--- src/rtl/sweep_ctrl.sv ---
// sweep_ctrl: drives an external up/down counter back and forth between a
// lower and an upper bound, with an optional hold at each endpoint and an
// optional fixed number of sweeps.
//
// Ports:
//   clk, rst                  clock, synchronous active-high reset
//   cfg_valid / cfg_ready     configuration handshake (ready only in IDLE)
//   cfg_lo, cfg_hi            sweep bounds (lo must be below hi)
//   cfg_cycles                number of full sweeps, 0 = run until stopped
//   cfg_dwell                 extra hold cycles at each endpoint
//   stop                      abort the running sweep
//   ctr_count                 current value of the controlled counter
//   ctr_rst/enable/up_down    counter controls (up_down: 1 = up)
//   busy                      high outside IDLE
//   done, aborted, err        single-cycle status pulses
//   sweep_cnt                 sweeps completed since the last accept
module sweep_ctrl #(
  parameter int CNT_W   = 4,
  parameter int DWELL_W = 4
) (
  input  logic               clk,
  input  logic               rst,
  input  logic               cfg_valid,
  output logic               cfg_ready,
  input  logic [CNT_W-1:0]   cfg_lo,
  input  logic [CNT_W-1:0]   cfg_hi,
  input  logic [CNT_W-1:0]   cfg_cycles,
  input  logic [DWELL_W-1:0] cfg_dwell,
  input  logic               stop,
  input  logic [CNT_W-1:0]   ctr_count,
  output logic               ctr_rst,
  output logic               ctr_enable,
  output logic               ctr_up_down,
  output logic               busy,
  output logic               done,
  output logic               aborted,
  output logic               err,
  output logic [CNT_W-1:0]   sweep_cnt
);

  typedef enum logic [2:0] {
    IDLE, CLEAR, SEEK, UP, DWELL_HI, DOWN, DWELL_LO, DONE
  } state_t;

  localparam logic [CNT_W-1:0]   CNT_ONE   = 1;
  localparam logic [CNT_W-1:0]   CNT_ZERO  = '0;
  localparam logic [DWELL_W-1:0] DWELL_ONE = 1;
  localparam logic [DWELL_W-1:0] DWELL_ZERO = '0;

  state_t             state_q, state_d;
  logic [CNT_W-1:0]   lo_q, lo_d;
  logic [CNT_W-1:0]   hi_q, hi_d;
  logic [CNT_W-1:0]   cycles_q, cycles_d;
  logic [DWELL_W-1:0] dwell_q, dwell_d;
  logic [DWELL_W-1:0] dwell_cnt_q, dwell_cnt_d;
  logic [CNT_W-1:0]   sweep_cnt_q, sweep_cnt_d;
  logic               aborted_q, aborted_d;
  logic               err_q, err_d;
  logic [CNT_W-1:0]   sweep_inc;

  // State register
  always_ff @(posedge clk) begin
    if (rst) begin
      state_q     <= IDLE;
      lo_q        <= '0;
      hi_q        <= '0;
      cycles_q    <= '0;
      dwell_q     <= '0;
      dwell_cnt_q <= '0;
      sweep_cnt_q <= '0;
      aborted_q   <= 1'b0;
      err_q       <= 1'b0;
    end else begin
      state_q     <= state_d;
      lo_q        <= lo_d;
      hi_q        <= hi_d;
      cycles_q    <= cycles_d;
      dwell_q     <= dwell_d;
      dwell_cnt_q <= dwell_cnt_d;
      sweep_cnt_q <= sweep_cnt_d;
      aborted_q   <= aborted_d;
      err_q       <= err_d;
    end
  end

  assign sweep_inc = sweep_cnt_q + CNT_ONE;

  // Next-state logic
  always_comb begin
    state_d     = state_q;
    lo_d        = lo_q;
    hi_d        = hi_q;
    cycles_d    = cycles_q;
    dwell_d     = dwell_q;
    dwell_cnt_d = dwell_cnt_q;
    sweep_cnt_d = sweep_cnt_q;
    aborted_d   = 1'b0;
    err_d       = 1'b0;

    case (state_q)
      IDLE: begin
        if (cfg_valid) begin
          if (cfg_lo < cfg_hi) begin
            lo_d        = cfg_lo;
            hi_d        = cfg_hi;
            cycles_d    = cfg_cycles;
            dwell_d     = cfg_dwell;
            sweep_cnt_d = '0;
            state_d     = CLEAR;
          end else begin
            err_d = 1'b1;
          end
        end
      end
      CLEAR: state_d = SEEK;
      SEEK: if (ctr_count == lo_q) state_d = UP;
      UP: begin
        if (ctr_count >= hi_q) begin
          dwell_cnt_d = dwell_q;
          state_d     = DWELL_HI;
        end
      end
      DWELL_HI: begin
        if (dwell_cnt_q == DWELL_ZERO) state_d = DOWN;
        else dwell_cnt_d = dwell_cnt_q - DWELL_ONE;
      end
      DOWN: begin
        if (ctr_count <= lo_q) begin
          // sweep_cnt wraps naturally in continuous mode
          sweep_cnt_d = sweep_inc;
          if (cycles_q != CNT_ZERO && sweep_inc == cycles_q) begin
            state_d = DONE;
          end else begin
            dwell_cnt_d = dwell_q;
            state_d     = DWELL_LO;
          end
        end
      end
      DWELL_LO: begin
        if (dwell_cnt_q == DWELL_ZERO) state_d = UP;
        else dwell_cnt_d = dwell_cnt_q - DWELL_ONE;
      end
      DONE: state_d = IDLE;
      default: state_d = IDLE;
    endcase

    // Abort beats every other transition; the sweep count is frozen.
    if (stop && state_q != IDLE) begin
      state_d     = IDLE;
      aborted_d   = 1'b1;
      sweep_cnt_d = sweep_cnt_q;
      dwell_cnt_d = dwell_cnt_q;
    end
  end

  // Output decode: counter controls follow the registered state and the
  // live counter value so the counter moves in the same cycle.
  always_comb begin
    ctr_rst     = 1'b0;
    ctr_enable  = 1'b0;
    ctr_up_down = 1'b1;
    busy        = (state_q != IDLE);
    cfg_ready   = (state_q == IDLE);
    done        = (state_q == DONE) && !stop;

    case (state_q)
      CLEAR: ctr_rst = 1'b1;
      SEEK: begin
        if (ctr_count < lo_q) begin
          ctr_enable = 1'b1;
        end else if (ctr_count > lo_q) begin
          ctr_enable  = 1'b1;
          ctr_up_down = 1'b0;
        end
      end
      UP: if (ctr_count < hi_q) ctr_enable = 1'b1;
      DOWN: begin
        if (ctr_count > lo_q) begin
          ctr_enable  = 1'b1;
          ctr_up_down = 1'b0;
        end
      end
      default: ;
    endcase

    if (stop && state_q != IDLE) begin
      ctr_rst     = 1'b0;
      ctr_enable  = 1'b0;
      ctr_up_down = 1'b1;
    end
  end

  assign aborted   = aborted_q;
  assign err       = err_q;
  assign sweep_cnt = sweep_cnt_q;

endmodule
--- config.mk ---
export PLATFORM = sky130hd
export DESIGN_NAME = sweep_ctrl
export DESIGN_NICKNAME = d
export VERILOG_FILES = /design/src/rtl/sweep_ctrl.sv
export SDC_FILE = /design/constraint.sdc
export NUM_CORES = 1
export LEC_CHECK = 0
export BUFFER_PORTS_ARGS = -buffer_cell sky130_fd_sc_hd__clkbuf_2
export CAP_MARGIN = 40
export CORE_ASPECT_RATIO = 1.25
export CORE_UTILIZATION = 40
export DETAILED_ROUTE_END_ITERATION = 12
export GPL_TIMING_DRIVEN = 0
export HOLD_SLACK_MARGIN = 0.12
export PLACE_DENSITY = 0.63
export SETUP_SLACK_MARGIN = 0.3
export SLEW_MARGIN = 10
export SYNTH_ARGS = -nofsm -noshare
export SYNTH_HDL_FRONTEND = slang
export SYNTH_SLANG_ARGS = --single-unit
--- constraint.sdc ---
create_clock -name clk -period 2.3 [get_ports clk]
set_clock_uncertainty 0.2 [all_clocks]
set_input_delay 0.345 -clock clk [delete_from_list [all_inputs] [get_ports clk]]
set_output_delay 0.345 -clock clk [all_outputs]
set_load 0.005 [all_outputs]
## After elaboration in Yosys (flattened, before gate mapping)

Index checks and enable logic that the tools add are counted.

- $add $sub $neg: 2
- $mul: 0
- Divide/modulo/power cells: 0
- $lt $le $gt $ge: 6
- Equal/unequal tests: 18
- Shift operators: 0
- Muxes and demuxes: 31
- Bitwise gates (word level): 3
- Reductions and logical operators: 17

Operator list:

| cell | number |
|---|---|
| 4-bit 2-to-1 mux | 7 |
| 3-bit one-hot mux with 8 select lines | 1 |
| 3-bit 2-to-1 mux | 7 |
| 2-bit inequality test (second input constant) | 8 |
| 3-bit equality test (second input constant) | 4 |
| 4-bit < comparator | 3 |
| 1-bit 2-to-1 mux | 12 |
| 4-bit one-hot mux with 3 select lines | 1 |
| 4-bit equality test | 2 |
| 4-bit one-hot mux with 2 select lines | 1 |
| 7-bit AND reduction | 1 |
| 3-bit by 2-bit equality test with 1-bit output (second input constant) | 2 |
| 6-bit AND reduction | 1 |
| 3-bit nonzero test | 2 |
| 5-bit AND reduction | 1 |
| 4-bit by 1-bit adder with 4-bit output (second input constant) | 1 |
| 4-bit >= comparator | 1 |
| 4-bit greater-than comparator | 1 |
| 4-bit less-or-equal comparator | 1 |
| 4-bit zero test | 1 |
| 4-bit nonzero test | 1 |
| 2-bit OR reduction | 2 |
| 4-bit by 1-bit subtractor with 4-bit output (second input constant) | 1 |
| 3-bit by 1-bit equality test with 1-bit output (second input constant) | 1 |
| 10 further kinds | 14 |

- Register bits after elaboration: 29
- Bits in latches: 0
- RAM bits: 0
- ROM bits: 0
- Input bits: 24
- Output and inout port bits: 12
- Word-level logic and storage cells: 86
- Memories kept: 0

## Logic depth before layout (Yosys ltp)

Gate-level depths: netlist of run 1.

- Depth after elaboration: 6
- Gate-level depth with buffers: 8
- Mapped depth without buffers: 8

## Worst setup path before layout of run 1

OpenSTA, ideal clock, no wires.

- Path kind: input-to-reg
- Start point: in ctr_count[0]
- End point: reg dwell_cnt_q[0]
- Setup time: 0.088 ns
- Arrival time: 1.921 ns
- Data required time: 2.012 ns
- Slack: 0.091 ns
- Cell stages on the path: 8
- Cells stage by stage: inv_1 ha_1 nand2b_1 a21oi_1 o21ai_0 o211ai_2 o31a_1 a311oi_2

- Longest elaborated chain between the ends: 3

RTL lines:

| what | line | source |
|---|---|---|
| start, declared | 30 | `input logic [CNT_W-1:0] ctr_count,` |
| 4-bit less-or-equal comparator / 4-bit >= comparator (equally long branches) | 128, 118 |  |
| 2-bit inequality test (no line) | - |  |
| 6-bit AND reduction (no line) (*) | - |  |
| end signal, assigned | 79 | `dwell_cnt_q <= dwell_cnt_d;` |
| end, declared | 55 | `logic [DWELL_W-1:0] dwell_cnt_q, dwell_cnt_d;` |

Mark *: on every way between the ends. The rest lies on a longest branch, timed or not.
A chain may end at the register's enable or synchronous reset.

## Final worst setup path of run 1

- Start point: reg lo_q[1]
- End point: out ctr_enable

- Longest elaborated chain between the ends: 5

RTL lines:

| what | line | source |
|---|---|---|
| start, declared | 51 | `logic [CNT_W-1:0] lo_q, lo_d;` |
| start signal, assigned | 75 | `lo_q <= lo_d;` |
| 4-bit greater-than comparator | 171, 178 |  |
| 1-bit 2-to-1 mux | 171, 178 |  |
| 1-bit 2-to-1 mux | 169 | `if (ctr_count < lo_q) begin` |
| 1-bit one-hot mux with 3 select lines (*) | 166 | `case (state_q)` |
| 1-bit 2-to-1 mux (*) | 186 | `if (stop && state_q != IDLE) begin` |
| end, declared | 32 | `output logic ctr_enable,` |

Marked as above.

==> results.json, run 1 <==
{
  "rsz0062_at_grt": "yes",
  "antenna_found_initial": 0,
  "syn-instance-count": 217,
  "ys_seq_area_share_pct": 32.9,
  "vias": 1803,
  "fmax_ghz": 0.415,
  "synth-edff-count": 0,
  "crit_path_top_delay_cell": "dfxtp_2",
  "synth_most_common_cell": "dfxtp_1",
  "critPathLaunch": "lo_q[1]$_SDFFE_PP0P_",
  "setup_viol": 1,
  "powerDensity_mw_per_mm2": 545,
  "violations": "negative setup slack",
  "ys_warn_count": 0,
  "leakage_nw": 1.02,
  "wl_um": 4860,
  "ys_ff_latch": 29,
  "drive_above_1_share_pct": 33.2,
  "crit_path_end_kind": "output port",
  "die_h_um": 76.3,
  "cts_sinks": 29,
  "cts_made_buffers": 5,
  "drc_errors": 0,
  "max-vdd-ir-drop_v": 0.000309,
  "worst_pin_slew_ps": 586,
  "start_util_pct": 42.4,
  "routed_via_density": 5.27,
  "synth_common_cells": "dfxtp_1 (29), a21oi_1 (26), nand2_1 (24), inv_1 (17), o21ai_0 (17)",
  "max_stage_delay_ps": 330,
  "port_buffers": 34,
  "fin_crit_ps": 2410,
  "seqPwrFrac_pct": 40.6,
  "core_area_mm2": 0.00416,
  "intPower_uw": 919,
  "grtUsageTotal_pct": 22.0,
  "ys.flop_type": "dfxtp_1",
  "switchingPower_uw": 441,
  "layoutNonFillerInstCount": 342,
  "multi_input_area_mm2": 0.00120,
  "holdWs_ps": 119,
  "required_ps": 1750,
  "areaGrowthSynthToFinish_pct": 41.3,
  "cts_tree": "built",
  "maxSlewHeadroom_pct": 60.9,
  "fin_crit_sh_pct": 105,
  "synth_area_leaders": "dfxtp_1 (33%), ha_1 (9.2%), a21oi_1 (7.4%), nand2_1 (5.1%), o21ai_0 (4.8%)",
  "row_count": 26,
  "final_max_slew_viol_count": 0,
  "cp_max_fo": 3,
  "clock_latency_ps": 280,
  "place_hpwl_um": 3280,
  "cts_buffer_depth": 2,
  "synth_top_area_share_pct": 32.9,
  "synth_largest_area_cell": "dfxtp_1",
  "worstPathArrival_ps": 1860,
  "grt_pass1_wl_um": 7790,
  "synth_cell_types": 53,
  "worstSetupPathType": "flip-flop to output port",
  "num-fill-cells": 409,
  "min_from": "cfg_hi[0]",
  "grt_pass1_vias": 1762,
  "timing.rr.start": "lo_q[1]$_SDFFE_PP0P_",
  "grt_start_max_net_pins": 11,
  "async_flop_share_pct": 0,
  "regArea_um2": 592,
  "fin_ws_ps": -107,
  "hold_viol": 0,
  "overflow": 0,
  "crit_path_start_kind": "flip-flop",
  "syn_nets": 254,
  "place_inst": 307,
  "root_buffer": "clkbuf_8",
  "drt_iter0_markers": 78,
  "die-area_mm2": 0.00469,
  "synth_area_mm2": 0.00177,
  "ios": 36,
  "drtPass1Iterations": 4,
  "synth_area_per_cell_um2": 8.14,
  "routedWlPerCell_um": 14.2,
  "power_frac_clock_pct": 30.7,
  "antennaDiodeCount": 0,
  "clk_pin_slew_worst_paths_ps": 70,
  "p_sw_share_pct": 32.4,
  "run_status": "finished, violations left",
  "cp_cell_sequence": "inv_2 -> ha_4 -> nor2b_4 -> o211ai_1 -> a21boi_1 -> o21ai_1 -> nand3_1 -> a21oi_2 -> buf_2",
  "worst_hold_path_type": "input port to flip-flop",
  "htree_num_levels": 2,
  "gp_congestion": 0.904,
  "maxCapViolCount": 0,
  "layout.nets": 322,
  "comb_power_share_pct": 28.7,
  "dieWidth_um": 61.4,
  "ant_nets": 0
}
-- state kept, by name (all words and copies together), names as in the netlist, 3 cells and up --
signal,count
dwell_cnt_q,4
state_q,3
cycles_q,4
hi_q,4
lo_q,4
dwell_q,4
sweep_cnt,4
-- power by group through the flow --
stage | logic [mW] | clock network (mW) | registers, mW
4_1_cts | 0.358 | 0.421 | 0.551
3_5_place_dp | 0.299 | 0 | 0.563
2_1_floorplan | 0.215 | 0 | 0.558
6_report | 0.390 | 0.417 | 0.552
3_3_place_gp | 0.296 | 0 | 0.562
5_1_grt | 0.430 | 0.444 | 0.557
-- routing by layer --
layer,global-route usage [%],wire [um]
met4,11.8,181
met3,3.57,148
met2,35.7,2410
met1,26.7,2110
met5,0,0
-- critical path: cells and delay by family, from the launching register on --
kind / cells / cell delay, ps
AOI/OAI and AO/OA: 4 / 650
DFF: 1 / 330
and+or+nand+nor: 2 / 230
adders and majority gates: 1 / 210
buffers and inverters: 2 / 170
-- kinds of logic after synthesis --
group | Yosys count | share of synthesized area (%)
adder cells (fa/ha/maj) | 13 | 9.21
AO/OA/AOI/OAI | 69 | 25.0
AND/OR/NAND/NOR | 64 | 18.3
multiplexers | 7 | 4.04
XOR/XNOR | 7 | 3.47
flip-flops | 29 | 32.9
buffers and inverters | 28 | 7.08
-- worst paths after layout --
path                                     to  slack [ps]  cells after the start
setup / recovery                 ctr_enable        -110                      9
hold / removal         hi_q[0]$_SDFFE_PP0P_         120                      3
setup reg to reg  sweep_cnt[2]$_SDFFE_PP0P_          20                     10
hold reg to reg   sweep_cnt[0]$_SDFFE_PP0P_         270                      1
-- what timing repair did --
action	CTS	global route
setup buffers	8	3
gates resized for setup	15	24
pin swaps	13	9
endpoints found under the setup margin	21	29
hold buffers	16	0
endpoints found under the hold margin	16	0
-- metrics by stage --
stage	util, %	setup TNS [ps]	worst slack (ps)	cell area, um2	power [mW]
floorplan	-	0	289	1800	0.772
global placement	48.9	-98.1	-40.9	2040	0.858
detailed placement	48.9	-326	-105	2040	0.862
CTS	57.8	-70.7	-70.7	2410	1.33
global route	59.9	-452	-179	2500	1.43
finish	59.9	-107	-107	2500	1.36
-- area by class of cell --
| cell class | count | area share [%] |
|---|---|---|
| Clock inverter | 3 | 0.702 |
| Inverter | 19 | 2.86 |
| Tap cell | 56 | 2.81 |
| Buffer | 9 | 2.41 |
| Clock buffer | 5 | 2.76 |
| Multi-Input combinational cell | 160 | 48.1 |
| Timing Repair Buffer | 61 | 16.7 |
| Sequential cell | 29 | 23.7 |
-- cell usage in the layout (no fill, tap or decap), drive strengths merged, types with 6 or more instances in the layout --
cell type / count
o21ai: 20
dlygate4sd3: 16
clkbuf: 42
inv: 19
ha: 13
mux2i: 6
dfxtp: 29
buf: 17
nand2: 26
nor2: 16
a21oi: 26
Note: power is estimated with default switching activity, not from simulation.
==> run 2, diff against run 1 <==
--- a/config.mk
+++ b/config.mk
@@ -12,6 +12,7 @@
 export DETAILED_ROUTE_END_ITERATION = 12
 export GPL_TIMING_DRIVEN = 0
 export HOLD_SLACK_MARGIN = 0.12
+export MAX_ROUTING_LAYER = met4
 export PLACE_DENSITY = 0.63
 export SETUP_SLACK_MARGIN = 0.3
 export SLEW_MARGIN = 10
==> run 2 against run 1 <==
Against the previous run: the flow still finishes with violations (negative setup slack); utilization shrank 0.090 points; sequential power is essentially flat; non-clock buffer count grew 1; die area is the same; wire length shrank 0.74%; worst hold slack gained 2.4 ps; via count grew 0.28%; global-route usage grew 0.58 points; power is essentially flat; worst setup slack gained 3.5 ps; fmax grew 0.15%; largest power group unchanged.
==> results.json, run 2 (synthesized netlist as in run 1, its figures left out) <==
{
  "cts_buffer_depth": 2,
  "crit_path_end_kind": "output port",
  "final_max_slew_viol_count": 0,
  "crit_path_start_kind": "flip-flop",
  "cts_tree": "built",
  "port_buffers": 34,
  "worstPathArrival_ps": 1860,
  "regArea_um2": 592,
  "grt_pass1_wl_um": 7790,
  "cts_made_buffers": 5,
  "rrSetupSlack_ps": 10,
  "cts_sinks": 29,
  "drc_errors": 0,
  "routed_via_density": 5.27,
  "violations": "negative setup slack",
  "grt_pass1_vias": 1757,
  "max-vdd-ir-drop_v": 0.000306,
  "grtUsageTotal_pct": 22.6,
  "cp_max_fo": 3,
  "cp_cell_sequence": "inv_2 -> ha_4 -> nor2b_4 -> o211ai_1 -> a21boi_1 -> o21ai_1 -> nand3_1 -> a21oi_2 -> buf_2",
  "fin_crit_ps": 2400,
  "tns_ps": -103,
  "worst_hold_path_type": "input port to flip-flop",
  "place_hpwl_um": 3280,
  "rsz0062_at_grt": "yes",
  "powerDensity_mw_per_mm2": 546,
  "mostFrequentLayoutCell": "clkbuf_2",
  "gp_congestion": 0.920,
  "required_ps": 1750,
  "fin_ws_ps": -103,
  "antenna_found_initial": 0,
  "drt_iter0_markers": 75,
  "setup_viol": 1,
  "antennaDiodeCount": 0,
  "fmax_ghz": 0.416,
  "dieWidth_um": 61.4,
  "die_h_um": 76.3,
  "fin_crit_sh_pct": 104,
  "drive_above_1_share_pct": 33.4,
  "worstSetupPathType": "flip-flop to output port",
  "core_area_mm2": 0.00416,
  "crit_buf_inv": 2,
  "ant_nets": 0,
  "root_buffer": "clkbuf_8",
  "final_cell_mix": "clkbuf_2 (34), nand2_1 (24), dfxtp_1 (24)",
  "layout.nets": 323,
  "leakage_nw": 1.03,
  "maxSlewHeadroom_pct": 60.5,
  "run_status": "finished, violations left",
  "num-fill-cells": 413,
  "ios": 36,
  "clock_latency_ps": 280,
  "worst_pin_slew_ps": 592,
  "die-area_mm2": 0.00469,
  "crit_family": "compound AO/OA/AOI/OAI gates",
  "hold_viol": 0,
  "finish.utilization_pct": 59.9,
  "htree_num_levels": 2,
  "row_count": 26,
  "clk_pin_slew_worst_paths_ps": 60,
  "overflow": 0,
  "total_power_mw": 1.36,
  "maxCapViolCount": 0,
  "grt_start_max_net_pins": 11,
  "areaGrowthSynthToFinish_pct": 41.1,
  "start_util_pct": 42.4,
  "drtPass1Iterations": 5,
  "wl_um": 4820,
  "routedWlPerCell_um": 14.0,
  "crit_path_top_delay_cell": "dfxtp_2",
  "max_stage_delay_ps": 330,
  "multi_input_area_mm2": 0.00119,
  "vias": 1808
}
## run 2: cell types whose count changed in the layout (fill, tap and decap cells not counted)
cell / change
a2bb2oi_2: +1
a2bb2oi_4: -1
buf_4: +1
## run 2: worst register-to-register path: cells and delay by family, from the launching register on
family                     cells  cell delay [ps]
buffers and inverters          3              370
and+or+nand+nor                2              220
AOI/OAI and AO/OA              4              830
DFF                            1              330
adders and majority gates      1              260
## run 2: cell type report
class | count | share of cell area (%)
Clock buffer | 5 | 2.76
Clock inverter | 3 | 0.703
Timing Repair Buffer | 62 | 17.0
Multi-Input combinational cell | 160 | 47.7
Inverter | 19 | 2.86
Buffer | 9 | 2.41
Tap cell | 56 | 2.81
Sequential cell | 29 | 23.7
## run 2: final timing paths
check                                                from                        end  cells past startpoint
worst max register to register       lo_q[1]$_SDFFE_PP0P_  sweep_cnt[2]$_SDFFE_PP0P_                     10
worst min-delay path                            cfg_hi[0]       hi_q[0]$_SDFFE_PP0P_                      3
worst max-delay path                 lo_q[1]$_SDFFE_PP0P_                 ctr_enable                      9
worst min register to register  sweep_cnt[0]$_SDFFE_PP0P_  sweep_cnt[0]$_SDFFE_PP0P_                      1
## run 2: through the flow
step / cells / setup WS (ps) / hold WS (ps) / instance area [um2]
finish: 343 / -103 / 121 / 2490
global route: 343 / -179 / 135 / 2490
CTS: 339 / -70.7 / 126 / 2410
detailed placement: 307 / -105 / 269 / 2040
global placement: 307 / -40.9 / 267 / 2040
floorplan: 217 / 289 / 224 / 1800
## run 2: timing repair
action                     in CTS  in global routing
setup endpoints to repair      21                 29
pin swaps                      13                 10
hold buffers                   16                  0
hold endpoints to repair       16                  0
gates resized for setup        15                 23
setup buffers                   8                  4
## run 2: power by group
part	internal, mW	total (mW)	switching (mW)
combinational	0.181	0.392	0.211
clock	0.208	0.416	0.208
sequential	0.533	0.552	0.0197
## run 2: routing by layer
layer / wire [um] / vias to the layer above / global-route usage (%)
li1: - / 902 / -
met1: 2080 / 831 / 26.7
met2: 2380 / 52 / 35.7
met3: 155 / 23 / 3.57
met4: 204 / 0 / 11.8
met5: 0 / - / -
